File: src/rtl/change_dispenser_if.sv
// Coin-return bus between the vending FSM, the change dispenser and the two hoppers.
// The master drives vend/change/done; the dispenser (slave) drives the hopper requests and status.
interface change_dispenser_if #(
  parameter int PEND_W = 4
);
  logic              vend;
  logic [1:0]        change;
  logic              done;
  logic              eject5;
  logic              eject10;
  logic              busy;
  logic              fault;
  logic              overflow;
  logic [PEND_W-1:0] pending;

  modport master (
    output vend, change, done,
    input  eject5, eject10, busy, fault, overflow, pending
  );

  modport slave (
    input  vend, change, done,
    output eject5, eject10, busy, fault, overflow, pending
  );
endinterface

File: src/rtl/change_dispenser.sv
// Accumulates change owed in 5-unit coins and ejects it one coin at a time; outputs are registered.
// Each coin waits on the hopper's done; a missing done past TIMEOUT cycles latches a terminal jam fault.
module change_dispenser #(
  parameter int PEND_W  = 4,
  parameter int TIMEOUT = 16,
  parameter int MIN_GAP = 2
) (
  input  logic             clk,
  input  logic             rst,
  change_dispenser_if.slave bus
);
  typedef enum logic [1:0] {IDLE, EJECT, GAP, FAULT} state_t;

  localparam int TMO_W = $clog2(TIMEOUT + 1);
  localparam int GAP_W = $clog2(MIN_GAP + 1);
  localparam logic [PEND_W-1:0] PEND_MAX = '1;

  state_t            state_q, state_d;
  logic              coin10_q, coin10_d;
  logic [TMO_W-1:0]  tmo_q, tmo_d;
  logic [GAP_W-1:0]  gap_q, gap_d;
  logic [PEND_W-1:0] pending_q, pending_d;
  logic              fault_q, fault_d;
  logic              ovf_q, ovf_d;
  logic              ej5_q, ej5_d;
  logic              ej10_q, ej10_d;
  logic              busy_q, busy_d;

  logic [1:0]        add, dec;
  logic [PEND_W+1:0] sum;

  always_comb begin
    state_d  = state_q;
    coin10_d = coin10_q;
    tmo_d    = tmo_q;
    gap_d    = gap_q;
    fault_d  = fault_q;
    ovf_d    = ovf_q;
    dec      = 2'd0;
    add      = (bus.vend && bus.change != 2'd3) ? bus.change : 2'd0;

    case (state_q)
      IDLE: begin
        // Coin choice uses registered pending, so its value never exceeds what is owed.
        if (pending_q != '0) begin
          state_d  = EJECT;
          coin10_d = (pending_q >= PEND_W'(2));
          tmo_d    = '0;
        end
      end
      EJECT: begin
        if (bus.done) begin
          dec     = coin10_q ? 2'd2 : 2'd1;
          state_d = GAP;
          tmo_d   = '0;
          gap_d   = '0;
        end else if (tmo_q == TMO_W'(TIMEOUT - 1)) begin
          state_d = FAULT;
          fault_d = 1'b1;
          tmo_d   = '0;
        end else begin
          tmo_d = tmo_q + 1'b1;
        end
      end
      GAP: begin
        if (gap_q == GAP_W'(MIN_GAP - 1)) begin
          state_d = IDLE;
          gap_d   = '0;
        end else begin
          gap_d = gap_q + 1'b1;
        end
      end
      default: ;
    endcase

    sum = (PEND_W+2)'(pending_q) + (PEND_W+2)'(add) - (PEND_W+2)'(dec);
    if (sum > (PEND_W+2)'(PEND_MAX)) begin
      pending_d = PEND_MAX;
      ovf_d     = 1'b1;
    end else begin
      pending_d = sum[PEND_W-1:0];
    end

    ej5_d  = (state_d == EJECT) && !coin10_d;
    ej10_d = (state_d == EJECT) &&  coin10_d;
    busy_d = (state_d != IDLE);
  end

  always_ff @(posedge clk or negedge rst) begin
    if (!rst) begin
      state_q   <= IDLE;
      coin10_q  <= 1'b0;
      tmo_q     <= '0;
      gap_q     <= '0;
      pending_q <= '0;
      fault_q   <= 1'b0;
      ovf_q     <= 1'b0;
      ej5_q     <= 1'b0;
      ej10_q    <= 1'b0;
      busy_q    <= 1'b0;
    end else begin
      state_q   <= state_d;
      coin10_q  <= coin10_d;
      tmo_q     <= tmo_d;
      gap_q     <= gap_d;
      pending_q <= pending_d;
      fault_q   <= fault_d;
      ovf_q     <= ovf_d;
      ej5_q     <= ej5_d;
      ej10_q    <= ej10_d;
      busy_q    <= busy_d;
    end
  end

  assign bus.eject5   = ej5_q;
  assign bus.eject10  = ej10_q;
  assign bus.busy     = busy_q;
  assign bus.fault    = fault_q;
  assign bus.overflow = ovf_q;
  assign bus.pending  = pending_q;
endmodule

File: src/flat_wrapper.sv
// flat-port wrapper written by rule: the top's interface ports become plain ports
module change_dispenser_flat 
#(
  parameter int PEND_W  = 4,
  parameter int TIMEOUT = 16,
  parameter int MIN_GAP = 2
)
  (clk, rst, bus_vend, bus_change, bus_done, bus_eject5, bus_eject10, bus_busy, bus_fault, bus_overflow, bus_pending);
  change_dispenser_if #(.PEND_W(PEND_W)) bus_i ();
  input  logic clk;
  input  logic rst;
  input wire logic [$bits(bus_i.vend)-1:0] bus_vend;
  input wire logic [$bits(bus_i.change)-1:0] bus_change;
  input wire logic [$bits(bus_i.done)-1:0] bus_done;
  output wire logic [$bits(bus_i.eject5)-1:0] bus_eject5;
  output wire logic [$bits(bus_i.eject10)-1:0] bus_eject10;
  output wire logic [$bits(bus_i.busy)-1:0] bus_busy;
  output wire logic [$bits(bus_i.fault)-1:0] bus_fault;
  output wire logic [$bits(bus_i.overflow)-1:0] bus_overflow;
  output wire logic [$bits(bus_i.pending)-1:0] bus_pending;
  assign bus_i.vend = bus_vend;
  assign bus_i.change = bus_change;
  assign bus_i.done = bus_done;
  assign bus_eject5 = bus_i.eject5;
  assign bus_eject10 = bus_i.eject10;
  assign bus_busy = bus_i.busy;
  assign bus_fault = bus_i.fault;
  assign bus_overflow = bus_i.overflow;
  assign bus_pending = bus_i.pending;
  change_dispenser #(.PEND_W(PEND_W), .TIMEOUT(TIMEOUT), .MIN_GAP(MIN_GAP)) u_core (.clk(clk), .rst(rst), .bus(bus_i));
endmodule
File: config.mk
export PLATFORM = sky130hd
export DESIGN_NAME = change_dispenser_flat
export DESIGN_NICKNAME = d
export VERILOG_FILES = /design/src/rtl/change_dispenser_if.sv /design/src/rtl/change_dispenser.sv /design/src/flat_wrapper.sv
export SDC_FILE = /design/constraint.sdc
export NUM_CORES = 1
export LEC_CHECK = 0
export ABC_AREA = 1
export CORE_ASPECT_RATIO = 2
export CORE_MARGIN = 2
export CORE_UTILIZATION = 35
export DETAILED_ROUTE_END_ITERATION = 7
export GPL_TIMING_DRIVEN = 0
export HOLD_SLACK_MARGIN = 0.06
export MAX_ROUTING_LAYER = met4
export SETUP_SLACK_MARGIN = 0.15
export SYNTH_ARGS = -nofsm -noshare
export SYNTH_HDL_FRONTEND = slang
export SYNTH_SLANG_ARGS = --single-unit
File: constraint.sdc
create_clock -name clk -period 2.1 [get_ports clk]
set_input_delay 0.42 -clock clk [delete_from_list [all_inputs] [get_ports clk]]
set_output_delay 0.42 -clock clk [all_outputs]
set_load 0.02 [all_outputs]
### After elaboration in Yosys (flattened, before gate mapping)

Index checks and enable logic that the tools add are counted.

* flip-flop bits (word level): 19
* latch bits: 0
* memory bits (writable): 0
* bits in read-only memories: 0
* input port bits: 6
* output and inout port bits: 9
* word-level logic and storage cells: 56
* memories: 0

* $add $sub $neg: 4
* multiply operators: 0
* divide/modulo/power cells: 0
* $lt $le $gt $ge: 2
* equal/unequal tests: 8
* shifts and indexed selects: 0
* muxes and demuxes: 19
* bitwise logic cells: 1
* reduce and logical (&&, ||, !) cells: 12

Operators with widths (number)
* 2-bit two-way mux: 10
* 5-bit two-way mux: 3
* 5-bit one-hot mux with 2 select lines: 1
* 2-bit by 1-bit == test with 1-bit output (second input constant): 3
* 6-bit by 4-bit > comparator with 1-bit output (second input constant): 1
* 2-bit one-hot mux with 3 select lines: 1
* 2-bit nonzero test: 3
* 6-bit by 2-bit subtractor with 6-bit output: 1
* 4-bit by 2-bit adder with 5-bit output: 1
* 5-bit by 1-bit adder with 5-bit output (second input constant): 1
* 5-bit by 4-bit == test with 1-bit output (second input constant): 1
* 4-bit by 2-bit >= comparator with 1-bit output (second input constant): 1
* 4-bit two-way mux: 1
* 2-bit inequality test (second input constant): 2
* 2-bit one-hot mux with 2 select lines: 1
* 2-bit AND reduction: 2
* 4-bit nonzero test: 1
* 1-bit logical AND: 3
* 3-bit AND reduction: 1
* 2-bit by 1-bit adder with 2-bit output (second input constant): 1
* 2-bit == test (second input constant): 1
* 2-bit logical NOT: 1
* 1-bit two-way mux: 2
* 2-bit by 1-bit inequality test with 1-bit output (second input constant): 1
* 2 further kinds: 2

### Logic depth before layout (Yosys ltp)

Gate-level depths: netlist (run 1).

* depth in word-level cells: 7
* mapped depth: 13
* gate-level depth less buffers: 13

### Worst setup path before layout (run 1)

No wires, ideal clock.

* path kind: reg-to-reg
* from: reg u_core.pending_q[0] (netlist: u_core.bus.pending[0])
* to: reg u_core.pending_q[2] (netlist: u_core.bus.pending[2])
* library setup time: 128 ps
* data arrival time: 2114 ps
* data required time: 1972 ps
* path slack: -142 ps
* cell stages (with the launch flop): 11
* path buffers: 0
* period minus slack after synthesis: 2242 ps
* cells stage by stage: dfrtp_1 -> ha_1 -> fa_1 -> inv_1 -> fa_1 -> inv_1 -> nor2_1 -> nand3_1 -> nand2_1 -> nand2_2 -> nand3_1

* word-level cells in the longest chain between the ends: 4

Ends and longest elaborated chain
* start, declared: line change_dispenser.sv:22 `logic [PEND_W-1:0] pending_q, pending_d;`
* start signal, assigned: line change_dispenser.sv:106 `pending_q <= pending_d;`
* 4-bit by 2-bit adder with 5-bit output *: line change_dispenser.sv:76 `sum = (PEND_W+2)'(pending_q) + (PEND_W+2)'(add) - (PEND_W+2)'(dec);`
* 6-bit by 2-bit subtractor with 6-bit output *: line change_dispenser.sv:76
* 6-bit by 4-bit > comparator with 1-bit output: line change_dispenser.sv:77 `if (sum > (PEND_W+2)'(PEND_MAX)) begin`
* 4-bit two-way mux *: line change_dispenser.sv:77
* named net u_core.pending_d[2]: line change_dispenser.sv:22

Mark *: on every way through the listed nets, which the timed path passes. The rest lies on a longest branch.
A chain may end at the register's enable or synchronous reset.

### Worst setup path in the final report (run 1)

Ends and elaborated chain as after synthesis.

==> results of run 1 <==
## worst max-delay path, delay by kind of cell (launching register included)
kind / cells / cell delay, ns
DFF: 1 / 0.43
and+or+nand+nor: 7 / 0.61
adders and majority gates: 3 / 0.98
## registers in the layout (all words and copies together), names as in the netlist
name and count:
u_core.gap_q 2, u_core.bus.eject10 1, u_core.bus.overflow 1, u_core.tmo_q 5
u_core.bus.pending 4, u_core.bus.busy 1, u_core.bus.eject5 1, u_core.state_q 2
u_core.bus.fault 1, u_core.coin10_q 1
## Yosys cell counts (all sizes together)
library cell	n
nor2	13
ha	5
fa	2
inv	26
a21oi	3
dfrtp	19
xnor2	1
nand3	22
buf	1
o21ai	6
o21bai	1
nand2	30
nand4	2
nand3b	2
o31ai	1
xor2	2
## repair_timing
item | 4_1_cts | 5_1_grt
setup buffers | 3 | 0
gates cloned | 0 | 0
endpoints found under the setup margin | 5 | 5
pin swaps | 8 | 7
resized for setup | 19 | 5
## stage by stage
| stage | area [µm²] | worst slack (ns) | power, mW |
|---|---|---|---|
| after floorplan | 1130 | -0.0214 | 0.775 |
| after global placement | 1310 | -0.632 | 0.926 |
| after detailed placement | 1310 | -0.642 | 0.934 |
| after CTS | 1400 | -0.0312 | 1.25 |
| after global routing | 1410 | -0.138 | 1.35 |
| final | 1410 | 0.00198 | 1.25 |
## worst paths after layout
path	start	end	slack, ns	depth (start not counted)
worst min register to register	u_core.bus.overflow	u_core.bus.overflow	0.48	2
worst max-delay path	u_core.bus.pending[0]	u_core.bus.pending[2]	0.002	10
min in group asynchronous	rst	u_core.bus.fault	0.65	1
max in group asynchronous	rst	u_core.bus.pending[0]	0.87	1
worst min-delay path	u_core.bus.overflow	u_core.bus.overflow	0.48	2
worst max register to register	u_core.bus.pending[0]	u_core.bus.pending[2]	0.002	10
## area by class of cell
| cell class | count | area (µm²) |
|---|---|---|
| well taps | 31 | 38.8 |
| clock buffers | 4 | 45.0 |
| fillers | 321 | 1710 |
| flip-flops and latches | 19 | 477 |
| inverters | 26 | 97.6 |
| multi-input cells | 90 | 596 |
| repair buffers | 17 | 148 |
| plain buffers | 1 | 11.3 |
## metal layers
layer / track usage [%] / vias to the layer above
met5: - / -
met4: 6.61 / 0
met3: 2.16 / 5
met2: 25.3 / 14
met1: 14.2 / 427
li1: - / 474
## cell families (layout without fill, tap and decap cells)
| kind of cell | after synthesis | count (layout) | share of synthesized area, % |
|---|---|---|---|
| DFF | 19 | 19 | 42.5 |
| AOI/OAI and AO/OA | 11 | 11 | 7.15 |
| xor gates and xnor gates | 3 | 3 | 2.35 |
| adders and majority gates | 7 | 7 | 9.16 |
| and+or+nand+nor | 69 | 69 | 29.2 |
| buffers and inverters | 27 | 48 | 9.72 |
## power groups by stage
stage          registers (mW)  logic [mW]  clock network [mW]
5_1_grt                 0.460       0.612               0.278
4_1_cts                 0.452       0.534               0.263
3_5_place_dp            0.468       0.466                   0
6_report                0.454       0.534               0.258
2_1_floorplan           0.505       0.270                   0
3_3_place_gp            0.465       0.461                   0
==> results.py, run 1 <==
metrics = {
    "outcome": {
        "status": "finished, final reports clean",
    },
    "routing": {
        "wl_met3_um": 63,
        "drtIter0Drc": 19,
        "antenna_left": 0,
        "first_pass_iters": 4,
        "dr_total_vias": 920,
        "wl_mm": 2.28,
        "met1_length_um": 879,
        "drc_errors": 0,
        "wl_met2_mm": 1.29,
        "top_layer": "met4",
        "via_per_inst": 4.89,
        "avgRoutedWirePerCell_um": 12.1,
    },
    "power": {
        "intPower_uw": 774,
        "p_leak_nw": 0.686,
        "power_frac_seq_pct": 36.5,
        "combPwrFrac_pct": 42.9,
        "power_frac_clock_pct": 20.7,
        "pwr_density_cell_nw_per_um2": 882,
        "ir_worst_vdd_v": 0.000581,
        "swShare_pct": 37.9,
        "switching_power_uw": 472,
    },
    "worst_setup_path": {
        "cp_slowest_cell": "fa_1",
        "crit_chain": "ha_4, fa_1, ha_1, nand2_1, nand2_1, nor2_1, nand3_1, nand2_2, nand2_4, nand3_2",
        "start_kind": "flop",
        "cp-end-kind": "flop",
        "crit_type": "flop to flop",
        "required_ns": 2.30,
        "path_max_fanout": 5,
        "crit_top_cell": "nand2_1",
        "slowest_delay_ns": 0.50,
        "arrival_ns": 2.30,
    },
    "clock_tree": {
        "clk_latency_ns": 0.26,
        "clk_path_buf_depth": 2,
        "cts_hold_buf": 0,
        "cts_root_buf": "clkbuf_8",
        "path_clk_slew_ns": 0.07,
        "h-tree-depth": 1,
        "cts_buffers": 3,
        "cts_tree": "done",
        "clock_sinks": 19,
    },
    "global_route": {
        "grt-ovfl-total": 0,
        "grt.total_usage_pct": 14.2,
        "antenna_found_initial": 0,
        "grt_pass1_wl_mm": 3.86,
        "grt_pass1_vias": 926,
        "grt_max_degree": 20,
    },
    "yosys": {
        "synth_fp_nets": 149,
        "synth_area_um2": 1120,
        "yosys-top-cells-area": "dfrtp_1 (42%), nand3_1 (9.4%), nand2_1 (8.4%), inv_1 (7.4%), ha_1 (5.6%)",
        "netlist_instances": 136,
        "ys_seq_area_share_pct": 42.5,
        "avgSynthCellArea_um2": 8.23,
        "ys.warnings.count": 0,
        "synth-seq-cells": 19,
        "ys_types": 23,
        "synth_top_area_cell": "dfrtp_1",
        "synth_top_area_share_pct": 42.5,
    },
    "floorplan": {
        "die_h_um": 84.0,
        "initial_core_util_pct": 35.9,
        "die-area_um2": 3700,
        "core_area_um2": 3120,
        "ios": 15,
        "die_w_um": 44.0,
        "rows": 29,
    },
    "sta": {
        "slew_headroom_pct": 43.0,
        "fmax_mhz": 477,
        "skew_ns": 0.00143,
        "fin_hold_ws_ns": 0.480,
        "drv_slew": 0,
        "period_minus_slack_ns": 2.10,
        "period_share_pct": 99.9,
        "hold_viol_final": 0,
        "setup_violations": 0,
        "worstMarginPinSlew_ns": 0.853,
        "rsz0062_at_grt": "true",
        "fin_tns_setup_ns": 0,
    },
    "final_layout": {
        "fin_util_pct": 45.3,
        "final_net_count": 171,
        "final_cell_mix": "nand2_1 (23), inv_1 (19), dfrtp_1 (18)",
        "area_delta_synth_final_pct": 26.1,
        "drive_gt1_share_pct": 26.1,
        "layout_commonest_cell": "nand2_1",
        "insertedDiodeCount": 0,
        "final-instance-count-excl-fill": 188,
    },
    "hold_path": {
        "hold_class": "flop to flop",
    },
    "placement": {
        "gp_congestion": 0.798,
        "io_buffers": 14,
        "dp_hpwl_mm": 1.73,
        "dp_cells": 181,
    },
    "run": {
        "drv_cap": 0,
    },
}
No activity file was read; power rests on OpenSTA's default activity.
==> run 2: changes to the inputs <==
--- a/config.mk
+++ b/config.mk
@@ -6,6 +6,7 @@
 export NUM_CORES = 1
 export LEC_CHECK = 0
 export ABC_AREA = 1
+export ABC_CLOCK_PERIOD_IN_PS = 2100
 export CORE_ASPECT_RATIO = 2
 export CORE_MARGIN = 2
 export CORE_UTILIZATION = 35
==> results of run 2 <==
Final layout, timing and power as in run 1 (identical DEF).
==> run 3: changes to the inputs <==
--- a/config.mk
+++ b/config.mk
@@ -7,6 +7,7 @@
 export LEC_CHECK = 0
 export ABC_AREA = 1
 export ABC_CLOCK_PERIOD_IN_PS = 2100
+export CAP_MARGIN = 30
 export CORE_ASPECT_RATIO = 2
 export CORE_MARGIN = 2
 export CORE_UTILIZATION = 35
==> results of run 3 <==
Final layout, timing and power as in run 1 (identical DEF).
